File: src/rtl/apl_pkg.sv
// Shared sizing, typedefs and address helpers for the host request tagger.
package apl_pkg;

  localparam int nstrms           = 64;
  localparam int nstrms_width     = $clog2(nstrms);
  localparam int addr_width       = 64;
  localparam int cache_line       = 128;
  localparam int cache_line_width = $clog2(cache_line);
  localparam int ntags            = 16;
  localparam int tag_width        = $clog2(ntags);

  typedef logic [tag_width-1:0]    tag_t;
  typedef logic [nstrms_width-1:0] sid_t;
  typedef logic [addr_width-1:0]   ea_t;
  typedef logic [tag_width:0]      cnt_t;

  // Clear the byte-offset bits so the host sees a whole-line read.
  function automatic ea_t line_align(input ea_t ea);
    line_align = ea & ~ea_t'((1 << cache_line_width) - 1);
  endfunction

endpackage

File: src/rtl/apl_tag_alloc.sv
// Host tag pool: lowest-free allocation, release on response, outstanding count.
module apl_tag_alloc
  import apl_pkg::*;
(
  input  logic clk,
  input  logic reset,
  input  logic alloc_v,
  output tag_t alloc_tag,
  input  logic free_v,
  input  tag_t free_tag,
  output logic full,
  output logic busy_of,
  output cnt_t count
);

  localparam cnt_t cnt_one = cnt_t'(1);

  logic [ntags-1:0] busy_q;

  // Descending scan so the lowest free index wins.
  always_comb begin
    alloc_tag = '0;
    for (int i = ntags - 1; i >= 0; i--) begin
      if (!busy_q[i]) alloc_tag = tag_t'(i);
    end
  end

  assign full    = &busy_q;
  assign busy_of = busy_q[free_tag];

  // Freed and allocated tags never coincide: allocation only picks tags already free.
  always_ff @(posedge clk or negedge reset) begin
    if (!reset) begin
      busy_q <= '0;
      count  <= '0;
    end else begin
      if (free_v)  busy_q[free_tag]  <= 1'b0;
      if (alloc_v) busy_q[alloc_tag] <= 1'b1;
      case ({alloc_v, free_v})
        2'b10:   count <= count + cnt_one;
        2'b01:   count <= count - cnt_one;
        default: count <= count;
      endcase
    end
  end

endmodule

File: src/rtl/apl_req_tag.sv
// Tags stream-cache line fetches for the host, issues aligned reads and
// maps out-of-order host responses back to the owning stream.
module apl_req_tag
  import apl_pkg::*;
(
  input  logic                    clk,
  input  logic                    reset,
  input  logic                    i_req_v,
  output logic                    i_req_r,
  input  logic [nstrms_width-1:0] i_req_sid,
  input  logic [addr_width-1:0]   i_req_ea,
  output logic                    o_cmd_v,
  input  logic                    o_cmd_r,
  output logic [tag_width-1:0]    o_cmd_tag,
  output logic [addr_width-1:0]   o_cmd_ea,
  input  logic                    i_resp_v,
  output logic                    i_resp_r,
  input  logic [tag_width-1:0]    i_resp_tag,
  output logic                    o_rsp_v,
  input  logic                    o_rsp_r,
  output logic [nstrms_width-1:0] o_rsp_sid,
  output logic [tag_width:0]      o_outstanding,
  output logic                    o_idle,
  output logic                    o_err
);

  logic alloc_v, free_v, full, busy_of, resp_fire;
  tag_t alloc_tag;
  cnt_t count;

  logic cmd_vld_p1, rsp_vld_p1, err_q;
  tag_t cmd_tag_p1;
  ea_t  cmd_ea_p1;
  sid_t rsp_sid_p1;
  sid_t sid_tab [ntags];

  assign i_req_r   = !full && (!cmd_vld_p1 || o_cmd_r);
  assign alloc_v   = i_req_v && i_req_r;
  assign i_resp_r  = !rsp_vld_p1 || o_rsp_r;
  assign resp_fire = i_resp_v && i_resp_r;
  assign free_v    = resp_fire && busy_of;

  apl_tag_alloc u_alloc (
    .clk       (clk),
    .reset     (reset),
    .alloc_v   (alloc_v),
    .alloc_tag (alloc_tag),
    .free_v    (free_v),
    .free_tag  (i_resp_tag),
    .full      (full),
    .busy_of   (busy_of),
    .count     (count)
  );

  // Stage p1: host command register, holds while the host stalls.
  always_ff @(posedge clk or negedge reset) begin
    if (!reset) begin
      cmd_vld_p1 <= 1'b0;
      cmd_tag_p1 <= '0;
      cmd_ea_p1  <= '0;
      for (int i = 0; i < ntags; i++) sid_tab[i] <= '0;
    end else begin
      if (alloc_v) begin
        cmd_vld_p1         <= 1'b1;
        cmd_tag_p1         <= alloc_tag;
        cmd_ea_p1          <= line_align(i_req_ea);
        sid_tab[alloc_tag] <= i_req_sid;
      end else if (o_cmd_r) begin
        cmd_vld_p1 <= 1'b0;
      end
    end
  end

  // Stage p1: response register toward the stream cache; stray tags only raise o_err.
  always_ff @(posedge clk or negedge reset) begin
    if (!reset) begin
      rsp_vld_p1 <= 1'b0;
      rsp_sid_p1 <= '0;
      err_q      <= 1'b0;
    end else begin
      if (free_v) begin
        rsp_vld_p1 <= 1'b1;
        rsp_sid_p1 <= sid_tab[i_resp_tag];
      end else if (o_rsp_r) begin
        rsp_vld_p1 <= 1'b0;
      end
      if (resp_fire && !busy_of) err_q <= 1'b1;
    end
  end

  assign o_cmd_v       = cmd_vld_p1;
  assign o_cmd_tag     = cmd_tag_p1;
  assign o_cmd_ea      = cmd_ea_p1;
  assign o_rsp_v       = rsp_vld_p1;
  assign o_rsp_sid     = rsp_sid_p1;
  assign o_outstanding = count;
  assign o_err         = err_q;
  assign o_idle        = (count == '0) && !cmd_vld_p1 && !rsp_vld_p1;

endmodule

File: config.mk
export PLATFORM = sky130hd
export DESIGN_NAME = apl_req_tag
export DESIGN_NICKNAME = d
export VERILOG_FILES = /design/src/rtl/apl_pkg.sv /design/src/rtl/apl_tag_alloc.sv /design/src/rtl/apl_req_tag.sv
export SDC_FILE = /design/constraint.sdc
export NUM_CORES = 1
export LEC_CHECK = 0
export CAP_MARGIN = 20
export CELL_PAD_IN_SITES_DETAIL_PLACEMENT = 0
export CELL_PAD_IN_SITES_GLOBAL_PLACEMENT = 2
export CORE_MARGIN = 8
export CORE_UTILIZATION = 25
export CTS_BUF_LIST = sky130_fd_sc_hd__clkbuf_16
export DETAILED_ROUTE_END_ITERATION = 12
export GPL_ROUTABILITY_DRIVEN = 0
export GPL_TIMING_DRIVEN = 0
export PLACE_DENSITY = 0.7
export SLEW_MARGIN = 40
export SYNTH_ARGS = -nofsm -noshare
export SYNTH_HDL_FRONTEND = slang
export SYNTH_SLANG_ARGS = --single-unit
File: constraint.sdc
create_clock -name clk -period 3.18 [get_ports clk]
set_clock_uncertainty 0.1 [all_clocks]
set_input_delay 0.795 -clock clk [delete_from_list [all_inputs] [get_ports clk]]
set_output_delay 0.795 -clock clk [all_outputs]
set_load 0.03 [all_outputs]
* Word-level counts from Yosys, hierarchy flattened *
Index checks and enable logic that the tools add are counted.

storage, ports and cells
  register bits = 187
  bits of input ports = 80

cells by class
  $add $sub $neg = 2
  $lt $le $gt $ge = 7
  eq/ne operators = 2
  multiplexer cells = 35
  bitwise gates (word level) = 5
  reduce and logical (&&, ||, !) cells = 21

operators by type and width
  kind                                                                                 number
  96-bit bitwise mux                                                                   1
  4-bit two-way mux                                                                    16
  16-bit two-way mux                                                                   2
  6-bit binary-select mux with 4-bit select                                            1
  6-bit demux with 4-bit select                                                        1
  6-bit two-way mux                                                                    3
  16-bit bitwise AND                                                                   1
  16-bit inverter                                                                      1
  16-bit bitwise OR                                                                    1
  16-bit AND reduction                                                                 1
  5-bit greater-or-equal comparator, second input constant                             2
  1-bit logical AND                                                                    10
  4-bit by 5-bit < comparator with 1-bit output, second input constant                 2
  4-bit inverter with 5-bit output                                                     2
  5-bit one-hot mux with 2 select lines                                                1
  1-bit demux with 4-bit select                                                        2
  4-bit by 1-bit greater-or-equal comparator with 1-bit output, second input constant  2
  1-bit two-way mux                                                                    7
  2-bit nonzero test                                                                   3
  5-bit by 1-bit adder with 5-bit output, second input constant                        1
  5-bit logical NOT                                                                    1
  5-bit by 1-bit < comparator with 1-bit output, second input constant                 1
  5-bit by 1-bit subtractor with 5-bit output, second input constant                   1
  1-bit binary-select mux with 4-bit select                                            1
  other kinds (4)                                                                      8

* Longest topological paths before layout *
Gate-level depths: netlist (run 1).

  depth in word-level cells = 22
  depth in mapped cells = 15

* Modules after synthesis *
Synthesis (run 1) repeated with hierarchy kept, for this count alone.

unflattened totals
  cells, all modules = 729
  area total of the unflattened synthesis = 8584.5 um^2

by module, submodules not included
  module         instances  cells each  area each (um^2)  sequential area each (um^2)
  apl_req_tag    1          580         7194.4            4154.0
  apl_tag_alloc  1          149         1390.1            525.5

* Worst setup path before layout (run 1) *
OpenSTA, ideal clock, no wires.

  path kind = input port to flip-flop
  from = input port i_resp_tag[1]
  to = register u_alloc.count[4]
  data arrival time = 3289 ps
  setup slack = -344 ps
  stages = 14
  path buffers = 1
  cells stage by stage = clkbuf_1 -> or2_2 -> o22ai_1 -> or3_1 -> a21oi_2 -> ha_1 -> inv_1 -> fa_1 -> inv_1 -> a21o_1 -> a21oi_1 -> xnor2_1 -> nor2_1 -> xor2_1

on the way
  word-level cells in the longest chain between the ends = 5
  elaborated cells between the ends (all ways) = 7
  those cells by class = eq/ne: 2; mux: 3; reduce/logical: 2

ends and longest elaborated chain
  item                                                                                          line                 source
  from (decl)                                                                                   apl_req_tag.sv:18    input logic [tag_width-1:0] i_resp_tag,
  1-bit binary-select mux with 4-bit select *                                                   apl_tag_alloc.sv:29  assign busy_of = busy_q[free_tag];
  1-bit two-way mux (not written as such) *                                                     apl_tag_alloc.sv:29
  1-bit logical AND *                                                                           apl_req_tag.sv:41    assign free_v = resp_fire && busy_of;
  via free_v                                                                                    apl_req_tag.sv:27    logic alloc_v, free_v, full, busy_of, resp_fire;
  2-bit by 1-bit equality test with 1-bit output / 2-bit equality test (equally long branches)  apl_tag_alloc.sv:39  case ({alloc_v, free_v})
  5-bit one-hot mux with 2 select lines / 2-bit nonzero test (equally long branches)            --
  to (signal assigned)                                                                          apl_tag_alloc.sv:40  2'b10: count <= count + cnt_one;
  to (signal assigned)                                                                          apl_tag_alloc.sv:41  2'b01: count <= count - cnt_one;
  to (signal assigned)                                                                          apl_tag_alloc.sv:42  default: count <= count;
  to (decl)                                                                                     apl_tag_alloc.sv:13  output cnt_t count

The timed path passes the listed nets; every way through them passes the cells marked *. The select of a mux whose other input is x is not followed.
A chain may end at the register's enable or synchronous reset.

* Worst setup path in the final report (run 1) *
  from = input port i_resp_tag[2]
  to = register u_alloc.count[4]

Same word-level chain as after synthesis.

==> flow_summary.ini, run 1 <==
[status]
status = finished, final reports clean

[grt]
grt_overflow = 0
grt_max_degree = 66
grt_use_total_pct = 12.5
grt_first_pass_wirelength_um = 37700
antenna_found_initial = 0
grt_pass1_vias = 5965

[sta]
max_slew_margin_pct = 46.5
final.min_clock_period_ps = 3090
finalCritPeriodShare_pct = 97.1
tightestPinTransition_ps = 798
timing.fmax_mhz = 324
setup_viol = 0
setup_slack_ps = 90.8
drv_slew = 0
hold_violations = 0
hold_slack_ps = 204
rsz0062_at_grt = false

[cts]
clk_latency_ps = 440
cts_max_path_buffers = 2
cts_root_buffer = clkbuf_16
cts.clk_slew.worst_paths_ps = 80
cts_sinks = 187
htree_levels = 4
cts_tree = yes
numCtsBuffers = 17

[routing]
via_per_inst = 4.40
vias = 5966
firstDrtPassIters = 5
ant_nets = 0
routed_wl_um = 24800
drt_iter0_markers = 301
wire_per_inst_um = 18.3
drc_errors = 0

[logic_synthesis]
ys_seq_elements = 187
ys_types = 51
synth_top_cell_by_area = dfrtp_1
synth-seq-area-share_pct = 55.4
synth-edff-count = 0
synth_warnings = 0
synth_top_area_share_pct = 55.4
synthTopCellsByArea = dfrtp_1 (55%), mux2_2 (14%), nand2_1 (9.3%)
synth-main-ff-cell = dfrtp_1
syn_inst = 717
async_flop_share_pct = 100
netlist_area_um2 = 8450
synth.avg_cell_area_um2 = 11.8

[die]
start_util_pct = 25.3
dieArea_um2 = 40000
ioPinCount = 165
core_region_area_um2 = 33400
rows = 67
die_x_um = 200
die_h_um = 200

[setup_path]
worst_setup_path_start_kind = input port
critPathRequiredTime_ps = 3400
worst_path_max_delay_cell = clkdlybuf4s50_1
worstPathMaxFanout = 8
arrival_ps = 3310
critPathCaptureType = register
crit_chain = clkdlybuf4s50_1, or3_4, a21oi_4, ha_4, inv_4, fa_2, inv_1, a21o_1, a21oi_2, xnor2_1, nor2_1, xor2_1
critical_path_class = input port to register
max_stage_delay_ps = 600

[placement]
io_buffers = 150
hpwl_um = 18100
place_worst_setup_slack_ps = -1090

[layout]
regArea_um2 = 4680
n_fill_cell = 3346
drive_above_1_share_pct = 23.0
syn2layout_area_growth_pct = 33.5
antennaDiodeCount = 0
multi_input_area_um2 = 3640
nNetsFinal = 981

[power]
p_leak_nw = 5.08
vdd_drop_max_mv = 0.392
power.density_nw_per_um2 = 739
p_total_mw = 8.34

[run]
drv_cap = 0

[hold_path]
worstHoldPathType = input port to async pin
[synth_stat cells (all sizes together), types with 5 or more instances]
| cell | count |
|---|---|
| mux4 | 26 |
| mux2 | 106 |
| nand2 | 210 |
| clkbuf | 29 |
| dfrtp | 187 |
| inv | 11 |
| a21oi | 7 |
| nor2 | 9 |
| nor2b | 5 |
| nand2b | 12 |
| o21ai | 22 |
| buf | 14 |
| and3 | 5 |
| or3 | 6 |
| a22oi | 12 |
| nor4 | 6 |
[worst paths after layout]
check | start | end | slack, ps | cells after the start
setup reg to reg | u_alloc.busy_q[11] | sid_tab[17] | 190 | 6
min in group clk | o_cmd_ea[42] | o_cmd_ea[42] | 380 | 2
hold / removal | reset | sid_tab[46] | 200 | 1
max in group asynchronous | reset | o_cmd_ea[58] | 2030 | 2
setup / recovery | i_resp_tag[2] | u_alloc.count[4] | 90 | 12
hold reg to reg | o_cmd_ea[42] | o_cmd_ea[42] | 380 | 2
[metal layers]
metal	global-route usage (%)	share of wire [%]	vias up
met4	3.41	0.99	0
met1	16.9	44	3024
met2	20.3	51	110
li1	-	-	2820
met3	2.55	3.9	12
met5	0	0	-
[where the power goes]
part / leakage, nW / switching (mW) / total [mW] / internal [mW]
Combinational: 2.44 / 1.45 / 2.81 / 1.36
Clock: 0.277 / 1.04 / 2.07 / 1.03
Sequential: 2.36 / 0.422 / 3.46 / 3.04
[cell families (layout without fill, tap and decap cells)]
kind of cell / count (synthesis) / count (layout) / share of synthesized area (%)
simple gates: 275 / 275 / 14.8
xor+xnor: 5 / 5 / 0.518
fa+ha+maj: 5 / 5 / 0.829
compound gates: 57 / 57 / 4.34
buf+inv: 54 / 240 / 2.94
mux: 133 / 133 / 21.2
other cells: 1 / 7 / 0.0444
flops: 187 / 187 / 55.4
[state kept, by name, summed over array words and instances, names as in the netlist]
register and flops:
sid_tab 96, o_cmd_v 1, o_cmd_tag 4, o_rsp_v 1, o_rsp_sid 6, u_alloc.busy_q 16, u_alloc.count 5, o_err 1
o_cmd_ea 57
[final cells by class]
| type | count | share of cell area, % |
|---|---|---|
| multi-input combinational | 482 | 32.3 |
| clock buffer | 17 | 3.77 |
| timing repair buffer | 156 | 14.0 |
| sequential | 187 | 41.5 |
| clock inverter | 15 | 1.12 |
| inverter | 11 | 0.410 |
| buffer | 41 | 1.95 |
| tap | 448 | 4.97 |
[cells in the final DEF, fill, tap and decap left out, types with 3 or more instances in the layout]
master             n
nand2_1          208
dfrtp_1          187
clkdlybuf4s50_1  144
mux2_2           105
clkbuf_1          26
mux4_2            26
o21ai_0           21
clkbuf_16         17
a22oi_1           12
buf_4             11
nand2b_1          10
inv_1              9
nor2_1             8
conb_1             7
inv_6              7
nor4_4             5
nor2b_1            5
and3_1             5
or3_1              5
a21oi_1            5
nand4_1            4
and2_1             4
nand3_1            4
dlygate4sd2_1      4
buf_2              3
or4_1              3
a21o_1             3
xor2_1             3
inv_8              3
[timing repair]
action,in CTS,in global routing
setup buffers,3,1
hold buffers,0,0
resized for setup,15,5
endpoints found under the hold margin,0,0
pin swaps,2,1
cloned,0,0
endpoints found under the setup margin,12,2
[worst max-delay path: cells and delay by family]
family                   cells  cell delay (ps)
AO/OA/AOI/OAI                3              390
adder cells (fa/ha/maj)      2              570
XOR/XNOR                     2              270
buffers and inverters        3              700
AND/OR/NAND/NOR              2              570
[through the flow]
step / TNS, ps / cell area, µm² / cells / utilization [%]
finish: 0 / 11300 / 1357 / 33.7
global route: 0 / 11300 / 1357 / 33.7
CTS: 0 / 11300 / 1356 / 33.7
detailed placement: -18100 / 10700 / 1323 / 31.9
global placement: -1389000 / 10600 / 1321 / 31.7
floorplan: 0 / 8540 / 723 / -
Note: power is estimated with default switching activity, not from simulation.
==> run 2, diff against run 1 <==
--- a/config.mk
+++ b/config.mk
@@ -12,7 +12,6 @@
 export CORE_UTILIZATION = 25
 export CTS_BUF_LIST = sky130_fd_sc_hd__clkbuf_16
 export DETAILED_ROUTE_END_ITERATION = 12
-export GPL_ROUTABILITY_DRIVEN = 0
 export GPL_TIMING_DRIVEN = 0
 export PLACE_DENSITY = 0.7
 export SLEW_MARGIN = 40
==> results of run 2 <==
Final layout, timing and power as in run 1 (identical DEF).
